### config.mk
export PLATFORM = sky130hd
export DESIGN_NAME = jtag_scan_controller_flat
export DESIGN_NICKNAME = d
export VERILOG_FILES = /design/src/rtl/jtag_scan_controller_if.sv /design/src/rtl/jtag_scan_controller.sv /design/src/flat_wrapper.sv
export SDC_FILE = /design/constraint.sdc
export NUM_CORES = 1
export LEC_CHECK = 0
export ABC_AREA = 0
export CAP_MARGIN = 40
export CELL_PAD_IN_SITES_DETAIL_PLACEMENT = 0
export CELL_PAD_IN_SITES_GLOBAL_PLACEMENT = 1
export CORE_UTILIZATION = 40
export CTS_BUF_LIST = sky130_fd_sc_hd__clkbuf_2
export DETAILED_ROUTE_END_ITERATION = 16
export GPL_TIMING_DRIVEN = 1
export PLACE_DENSITY_LB_ADDON = 0.25
export SYNTH_ARGS = -nofsm -noshare
export SYNTH_HDL_FRONTEND = slang
export SYNTH_SLANG_ARGS = --single-unit
### constraint.sdc
create_clock -name clk -period 6 [get_ports clk]
set_input_delay 0.6 -clock clk [delete_from_list [all_inputs] [get_ports clk]]
set_output_delay 0.6 -clock clk [all_outputs]
set_load 0.02 [all_outputs]
### src/rtl/jtag_scan_controller_if.sv
// jtag_scan_controller_if: scan request, JTAG pin and status bundle.
// slave is the controller side, master is the request source / target model.
interface jtag_scan_controller_if;
    logic        start;
    logic [2:0]  instrWidth;
    logic [4:0]  instrOpcode;
    logic [5:0]  vectorWidth;
    logic [31:0] testVector;
    logic        tdo;
    logic        tms;
    logic        tdi;
    logic        busy;
    logic        done;
    logic        error;
    logic [31:0] tdoData;
    logic [3:0]  tapState;
    modport slave (
        input  start, instrWidth, instrOpcode, vectorWidth, testVector, tdo,
        output tms, tdi, busy, done, error, tdoData, tapState
    );
    modport master (
        output start, instrWidth, instrOpcode, vectorWidth, testVector, tdo,
        input  tms, tdi, busy, done, error, tdoData, tapState
    );
endinterface

### src/rtl/jtag_scan_controller.sv
// jtag_scan_controller: JTAG master running one IR scan then one DR scan per request.
// Define JTAG_TLR_ON_START_EN to force Test-Logic-Reset before every accepted scan.
module jtag_scan_controller #(
    parameter int MAX_VECTOR_WIDTH = 32,
    parameter int MAX_INSTR_WIDTH  = 5,
    parameter int TLR_TMS_CYCLES   = 5
) (
    input logic clk,
    input logic reset,
    jtag_scan_controller_if.slave bus
);
`ifdef JTAG_TLR_ON_START_EN
    localparam bit TLR_EN = 1'b1;
`else
    localparam bit TLR_EN = 1'b0;
`endif
    localparam logic [3:0] RESET = 4'd0, IDLE = 4'd1, DR_SCAN = 4'd2, IR_SCAN = 4'd3,
        CAPTURE_IR = 4'd4, SHIFT_IR = 4'd5, EXIT1_IR = 4'd6, PAUSE_IR = 4'd7,
        EXIT2_IR = 4'd8, UPDATE_IR = 4'd9, CAPTURE_DR = 4'd10, SHIFT_DR = 4'd11,
        EXIT1_DR = 4'd12, PAUSE_DR = 4'd13, EXIT2_DR = 4'd14, UPDATE_DR = 4'd15;
    logic [3:0]  nxt;
    logic [2:0]  iw;
    logic [5:0]  vw, cnt;
    logic [4:0]  ir_sr;
    logic [31:0] dr_sr;
    logic [7:0]  pcnt;
    logic        ir_phase, pre, idle_ok, legal, accept, shift_next, last, tms_next;
    // tapState follows the registered tms, so nxt is the state this edge lands in
    always_comb begin
        case (bus.tapState)
            RESET:      nxt = bus.tms ? RESET : IDLE;
            IDLE:       nxt = bus.tms ? DR_SCAN : IDLE;
            DR_SCAN:    nxt = bus.tms ? IR_SCAN : CAPTURE_DR;
            IR_SCAN:    nxt = bus.tms ? RESET : CAPTURE_IR;
            CAPTURE_IR: nxt = bus.tms ? EXIT1_IR : SHIFT_IR;
            SHIFT_IR:   nxt = bus.tms ? EXIT1_IR : SHIFT_IR;
            EXIT1_IR:   nxt = bus.tms ? UPDATE_IR : PAUSE_IR;
            PAUSE_IR:   nxt = bus.tms ? EXIT2_IR : PAUSE_IR;
            EXIT2_IR:   nxt = bus.tms ? UPDATE_IR : SHIFT_IR;
            CAPTURE_DR: nxt = bus.tms ? EXIT1_DR : SHIFT_DR;
            SHIFT_DR:   nxt = bus.tms ? EXIT1_DR : SHIFT_DR;
            EXIT1_DR:   nxt = bus.tms ? UPDATE_DR : PAUSE_DR;
            PAUSE_DR:   nxt = bus.tms ? EXIT2_DR : PAUSE_DR;
            EXIT2_DR:   nxt = bus.tms ? UPDATE_DR : SHIFT_DR;
            default:    nxt = bus.tms ? DR_SCAN : IDLE;
        endcase
    end
    assign idle_ok    = !bus.busy && bus.tapState == IDLE;
    assign legal      = bus.instrWidth >= 3'd3 && int'(bus.instrWidth) <= MAX_INSTR_WIDTH &&
                        bus.vectorWidth[2:0] == 3'd0 && bus.vectorWidth != 6'd0 &&
                        int'(bus.vectorWidth) <= MAX_VECTOR_WIDTH;
    assign accept     = bus.start && idle_ok && legal;
    assign shift_next = nxt == SHIFT_IR || nxt == SHIFT_DR;
    assign last       = cnt == (nxt == SHIFT_IR ? {3'b0, iw} : vw) - 6'd1;
    // tms is chosen for the state being entered: it is what moves us out of it
    assign tms_next   = nxt == DR_SCAN ? ir_phase : shift_next ? last :
                        nxt inside {EXIT1_IR, PAUSE_IR, EXIT2_IR, UPDATE_IR, EXIT1_DR, PAUSE_DR, EXIT2_DR};
    always_ff @(posedge clk or posedge reset) begin
        if (reset) begin
            bus.tms      <= 1'b1;
            bus.tdi      <= 1'b0;
            bus.busy     <= 1'b0;
            bus.done     <= 1'b0;
            bus.error    <= 1'b0;
            bus.tdoData  <= '0;
            bus.tapState <= RESET;
            iw           <= '0;
            vw           <= '0;
            cnt          <= '0;
            ir_sr        <= '0;
            dr_sr        <= '0;
            pcnt         <= '0;
            ir_phase     <= 1'b0;
            pre          <= 1'b0;
        end else begin
            bus.tapState <= nxt;
            bus.done     <= bus.busy && bus.tapState == UPDATE_DR && !bus.tms;
            bus.busy     <= accept || (bus.busy && !(bus.tapState == UPDATE_DR && !bus.tms));
            bus.error    <= bus.start && idle_ok && !legal;
            cnt          <= shift_next ? cnt + 6'd1 : 6'd0;
            if (bus.tapState == SHIFT_DR) bus.tdoData[5'(cnt - 6'd1)] <= bus.tdo;
            if (accept) begin
                iw          <= bus.instrWidth;
                vw          <= bus.vectorWidth;
                ir_sr       <= bus.instrOpcode;
                dr_sr       <= bus.testVector;
                ir_phase    <= 1'b1;
                bus.tdoData <= '0;
                bus.tms     <= 1'b1;
                bus.tdi     <= 1'b0;
                pre         <= TLR_EN;
                pcnt        <= 8'd1;
            end else if (pre) begin
                bus.tms <= int'(pcnt) != TLR_TMS_CYCLES;
                pre     <= (int'(pcnt) <= TLR_TMS_CYCLES);
                pcnt    <= pcnt + 8'd1;
            end else begin
                bus.tms <= tms_next;
                bus.tdi <= nxt == SHIFT_IR ? ir_sr[0] : nxt == SHIFT_DR ? dr_sr[0] : 1'b0;
                if (nxt == SHIFT_IR) ir_sr <= ir_sr >> 1;
                if (nxt == SHIFT_DR) dr_sr <= dr_sr >> 1;
                if (nxt == EXIT1_IR) ir_phase <= 1'b0;
            end
        end
    end
endmodule

### src/flat_wrapper.sv
// flat-port wrapper written by rule: the top's interface ports become plain ports
module jtag_scan_controller_flat 
#(
    parameter int MAX_VECTOR_WIDTH = 32,
    parameter int MAX_INSTR_WIDTH  = 5,
    parameter int TLR_TMS_CYCLES   = 5
)
  (clk, reset, bus_start, bus_instrWidth, bus_instrOpcode, bus_vectorWidth, bus_testVector, bus_tdo, bus_tms, bus_tdi, bus_busy, bus_done, bus_error, bus_tdoData, bus_tapState);
  jtag_scan_controller_if bus_i ();
  input logic clk;
  input logic reset;
  input wire logic [$bits(bus_i.start)-1:0] bus_start;
  input wire logic [$bits(bus_i.instrWidth)-1:0] bus_instrWidth;
  input wire logic [$bits(bus_i.instrOpcode)-1:0] bus_instrOpcode;
  input wire logic [$bits(bus_i.vectorWidth)-1:0] bus_vectorWidth;
  input wire logic [$bits(bus_i.testVector)-1:0] bus_testVector;
  input wire logic [$bits(bus_i.tdo)-1:0] bus_tdo;
  output wire logic [$bits(bus_i.tms)-1:0] bus_tms;
  output wire logic [$bits(bus_i.tdi)-1:0] bus_tdi;
  output wire logic [$bits(bus_i.busy)-1:0] bus_busy;
  output wire logic [$bits(bus_i.done)-1:0] bus_done;
  output wire logic [$bits(bus_i.error)-1:0] bus_error;
  output wire logic [$bits(bus_i.tdoData)-1:0] bus_tdoData;
  output wire logic [$bits(bus_i.tapState)-1:0] bus_tapState;
  assign bus_i.start = bus_start;
  assign bus_i.instrWidth = bus_instrWidth;
  assign bus_i.instrOpcode = bus_instrOpcode;
  assign bus_i.vectorWidth = bus_vectorWidth;
  assign bus_i.testVector = bus_testVector;
  assign bus_i.tdo = bus_tdo;
  assign bus_tms = bus_i.tms;
  assign bus_tdi = bus_i.tdi;
  assign bus_busy = bus_i.busy;
  assign bus_done = bus_i.done;
  assign bus_error = bus_i.error;
  assign bus_tdoData = bus_i.tdoData;
  assign bus_tapState = bus_i.tapState;
  jtag_scan_controller #(.MAX_VECTOR_WIDTH(MAX_VECTOR_WIDTH), .MAX_INSTR_WIDTH(MAX_INSTR_WIDTH), .TLR_TMS_CYCLES(TLR_TMS_CYCLES)) u_core (.clk(clk), .reset(reset), .bus(bus_i));
endmodule
After elaboration in Yosys (flattened, before gate mapping). Index checks and enable logic that the tools add are counted.

Add/subtract/negate cells: 4. $lt $le $gt $ge: 6. Equal/unequal tests: 27. Multiplexer cells: 41. Reduce and logical (&&, ||, !) cells: 33.

Operators by type and width (number): 32-bit two-way mux (5); 4-bit equality test, second input constant (13); 4-bit case mux with 11 select lines (1); 32-bit bitwise mux (1); 4-bit by 3-bit equality test with 1-bit output, second input constant (7); 4-bit two-way mux (4); 8-bit two-way mux (2); 1-bit two-way mux (15); 5-bit two-way mux (3); 1-bit logical AND (13); 4-bit by 2-bit equality test with 1-bit output, second input constant (3); 6-bit two-way mux (2); 2-bit nonzero test (5); 3-bit two-way mux (3); 8-bit by 1-bit adder with 8-bit output, second input constant (1); 8-bit by 3-bit <= comparator with 1-bit output, second input constant (1); 2-bit two-way mux (4); 8-bit by 4-bit != test with 1-bit output, second input constant (1); 7-bit nonzero test (1); 6-bit by 1-bit adder with 6-bit output, second input constant (1); 6-bit equality test (1); 6-bit <= comparator, second input constant (1); 5-bit by 6-bit less-than comparator with 1-bit output, second input constant (1); 2-bit AND reduction (3); other kinds (14) (19).

Register bits after elaboration: 103. Logic and storage cells: 126.

Logic depth before layout (Yosys ltp).
Depth after elaboration: 11. Mapped depth: 10. Gate-level depth less buffers: 8.

Worst setup path before layout. Ideal clock, no wire load.

Path type: register to register. Start: reg u_core.cnt[0]. End: reg u_core.bus.tdoData[16]. Setup time: 132 ps. Arrival: 2021 ps. Required time: 5868 ps. Slack: 3847 ps. Cell stages (with the launch flop): 11. Clock period less this slack: 2153 ps. Cell sequence: dfrtp_1 -> clkbuf_1 -> inv_1 -> ha_1 -> clkbuf_1 -> inv_1 -> a21oi_1 -> o32ai_2 -> nand3_1 -> mux2i_1 -> nor2_1.

Longest elaborated chain between the ends: 8.

RTL lines: start, declared (RTL line jtag_scan_controller.sv:23) `logic [5:0] vw, cnt;`; start signal, assigned (RTL line jtag_scan_controller.sv:80) `cnt <= shift_next ? cnt + 6'd1 : 6'd0;`; 5-bit by 1-bit subtractor with 5-bit output * (RTL line jtag_scan_controller.sv:81) `if (bus.tapState == SHIFT_DR) bus.tdoData[5'(cnt - 6'd1)] <= bus.tdo;`; 5-bit by 6-bit less-than comparator with 1-bit output (not written as such) or 5-bit by 1-bit greater-or-equal comparator with 1-bit output (tied branches) (RTL line jtag_scan_controller.sv:81); 1-bit logical AND (not written as such) (RTL line jtag_scan_controller.sv:81); 1-bit two-way mux (not written as such) (RTL line jtag_scan_controller.sv:81); 1-bit demux with 5-bit select *; 32-bit bitwise mux * (RTL line jtag_scan_controller.sv:81); 32-bit two-way mux * (RTL line jtag_scan_controller.sv:81); 32-bit two-way mux * (RTL line jtag_scan_controller.sv:82) `if (accept) begin`; end signal, assigned by index (RTL line jtag_scan_controller.sv:81); end, declared (RTL line jtag_scan_controller_if.sv:19) `output tms, tdi, busy, done, error, tdoData, tapState`.

Every way passes the cells marked *; elsewhere a longest branch is shown, timed or not. The select of a mux whose other input is x is not followed. A chain may end at the register's enable or synchronous reset.

Worst setup path after layout.
Start: reg u_core.bus.tapState[1]. End: out bus_tapState[1].

RTL lines: start, declared (RTL line jtag_scan_controller_if.sv:19); start signal, assigned (RTL line jtag_scan_controller.sv:76) `bus.tapState <= nxt;`; end, declared (RTL line flat_wrapper.sv:24) `output wire logic [$bits(bus_i.tapState)-1:0] bus_tapState;`.

No word-level cell between the ends.

==> metrics <==
startpoint types=flop; Relative slew margins=42.1%; wirelength, routed=~12000 um; wire length on met2=between 5000 and 6000 um; first-pass GRT wire length=20200 um; slowest cell on the critical path=dfrtp_1; largest cells by area after synthesis=dfrtp_1 (47%), mux2i_1 (12%), nand2_1 (4.9%), o21ai_0 (4.6%), nor2_1 (3.7%); Post-CTS Setup Repair Bufs=0; DRC viols=0; drt wl/cell=14.6 um; main combinational cell family by area after synthesis=simple AND/OR/NAND/NOR gates; clock sink count=103; Simple-Gate Fraction of Synth Area=19.0%; Netlist Area Pre-Place=5420 um2; vias in the first global route=4089; P_leak=2.79 nW; final design instance area without fill=6590 um2; Synth area leader=dfrtp_1; Final min period=2.69 ns; highest routed layer=met4; initial antenna violation count=1; top cells by count, synth=dfrtp_1 (102), nand2_1 (71), mux2i_1 (64), nor2_1 (54), o21ai_0 (50); GRT Resource Usage Total=between 10% and 20%; Die Y=around 120 um; post-route ant nets=0; Critical Path Stages=1; VDD IR max=0.106 mV; Row Count=42; Fmax=372 MHz; largest stage delay on the critical path=just under 0.8 ns; r2r worst-path depth=8; most frequent cell after synthesis=dfrtp_1; port bufs=90; Worst-path clk slew=0.28 ns; Area Growth Syn to Fin=21.5%; largest net degree at the start of global routing=64; drt first pass iters=4; count of pins over their slew limit=0; Yosys warnings=0; register area share after synthesis=47.6%; CP Capture Type=primary output; maximum fanout along the worst path=20; # setup viols final=0; WL met3=534 um; XOR/XNOR Fraction of Synth Area=2.58%; Crit path buffers/inverters=1; cts repair resizes=0; TritonCTS clock tree=yes; CTS buffer count=9; Setup WS post-layout=3.31 ns; mean post-synth cell area=between 9 and 10 um2; Post-CTS Hold Buffers=0; DP Worst Slack=2.99 ns; initial core utilization=about 41%; final worst path period share=44.8%; multiplexer share of the synthesized area=12.9%; dpl cell area=6450 um2; skew final=0.0260 ns; Ports=91; Met1 Wirelength=5450 um; Via density=5.18; H-tree Lvls=3; Worst EP arrival=2.09 ns; Worst Path Required=5.40 ns; clk buf depth=2; vias=4259; Syn Nets=632; Netlist cell types=58; MaxCap Viol Count=0; RSZ-0062 raised after global routing=no; Hold/Removal Path Class=in2async; layout cell share with drive strength beyond 1=5.58%; Synth top area share=47.1%; Cell Pwr Density=302 nW/um2; status=completed; crit path kind=reg2out; CTS Root Cell=clkbuf_2; DIE WIDTH=118 um; Post-synth EDFFs=0; Synth Area in Compound Gates=11.8%; core area=13200 um2; ys flop type=dfrtp_1; dpl hpwl=8230 um; critical path cell sequence=clkdlybuf4s50_1; First DRT Iteration DRCs=256; Synth Area in Adders=approximately 1.8%; clock latency on the worst-skew pair=about 0.61 ns; Worst-Margin Slew=roughly 0.86 ns; gp weighted congestion=0.757; Die ar.=14000 um2; Yosys reg bits=103; FFs w/ async S/R, synth=100%; grt ovf=0; Post-Syn Instances=574; Fin Setup TNS=0 ns; Final Hold Vio Count=0; CP top delay family=flip-flops; Final nets=698
flip-flops by register name (all words and copies together) (netlist names), 3 cells and up:
name / count
u_core.cnt: 6
u_core.bus.tdoData: 32
u_core.vw: 6
u_core.bus.tapState: 4
u_core.pcnt: 8
u_core.ir_sr: 5
u_core.dr_sr: 32
u_core.iw: 3
final timing paths:
path,start,to,slack [ns]
max,u_core.bus.tapState[1],bus_tapState[1],3.31
min,reset,u_core.dr_sr[18],0.28
max reg2reg,u_core.bus.tapState[1],u_core.dr_sr[17],3.38
min reg2reg,u_core.dr_sr[1],u_core.dr_sr[1],0.51
max in group asynchronous,reset,u_core.pcnt[6],4.73
min in group clk,u_core.dr_sr[1],u_core.dr_sr[1],0.51
report_power, final:
| group | total, mW | switching [mW] | internal, mW |
|---|---|---|---|
| Sequential | 0.916 | 0.134 | 0.782 |
| Clock | 0.371 | 0.237 | 0.134 |
| Combinational | 0.701 | 0.398 | 0.303 |
metal layers:
metal / up-vias / GRT usage (%)
li1: 2121 / -
met4: 0 / 8.07
met1: 2043 / 24.5
met5: - / 0
met2: 78 / 28.0
met3: 17 / 3.38
kinds of logic (layout without fill, tap and decap cells):
logic type	Yosys count	after routing
AND/OR/NAND/NOR	219	219
AO/OA/AOI/OAI	103	103
flip-flops	103	103
multiplexers	69	69
buffers and inverters	56	127
XOR/XNOR	16	16
adder cells (fa/ha/maj)	8	8
other	0	1
layout by cell type (no fill, tap or decap), types with 3 or more instances in the layout:
cell type,count
a21oi_1,16
a31oi_1,3
and2_1,4
and3_1,7
buf_4,4
clkbuf_2,9
clkdlybuf4s50_1,90
dfrtp_1,102
ha_1,8
inv_1,14
mux2_2,5
mux2i_1,64
nand2_1,71
nand3_1,28
nand4_1,6
nor2_1,54
nor2b_1,11
nor3_1,15
nor3b_1,3
nor4_1,4
o211ai_1,5
o21ai_0,50
o22ai_1,4
or3_1,4
xnor2_1,8
xor2_1,8
cell type report:
type                       count  area [um2]
fill                        1301        6650
multi-input combinational    415        2620
sequential                   103        2580
timing repair buffer          96         973
tap                          176         220
clock inverter                 7        87.6
inverter                      15        58.8
clock buffer                   9        45.0
antenna                        1        2.50
per-stage QoR:
stage	hold slack (ns)	instances	utilization, %	total power [mW]
floorplan	0.449	574	-	1.38
global placement	0.461	803	48.4	1.61
detailed placement	0.470	805	48.7	1.63
CTS	0.253	821	49.7	2.01
global route	0.265	822	49.8	2.12
finish	0.285	822	49.8	1.99
(Power assumes the default switching activity.)
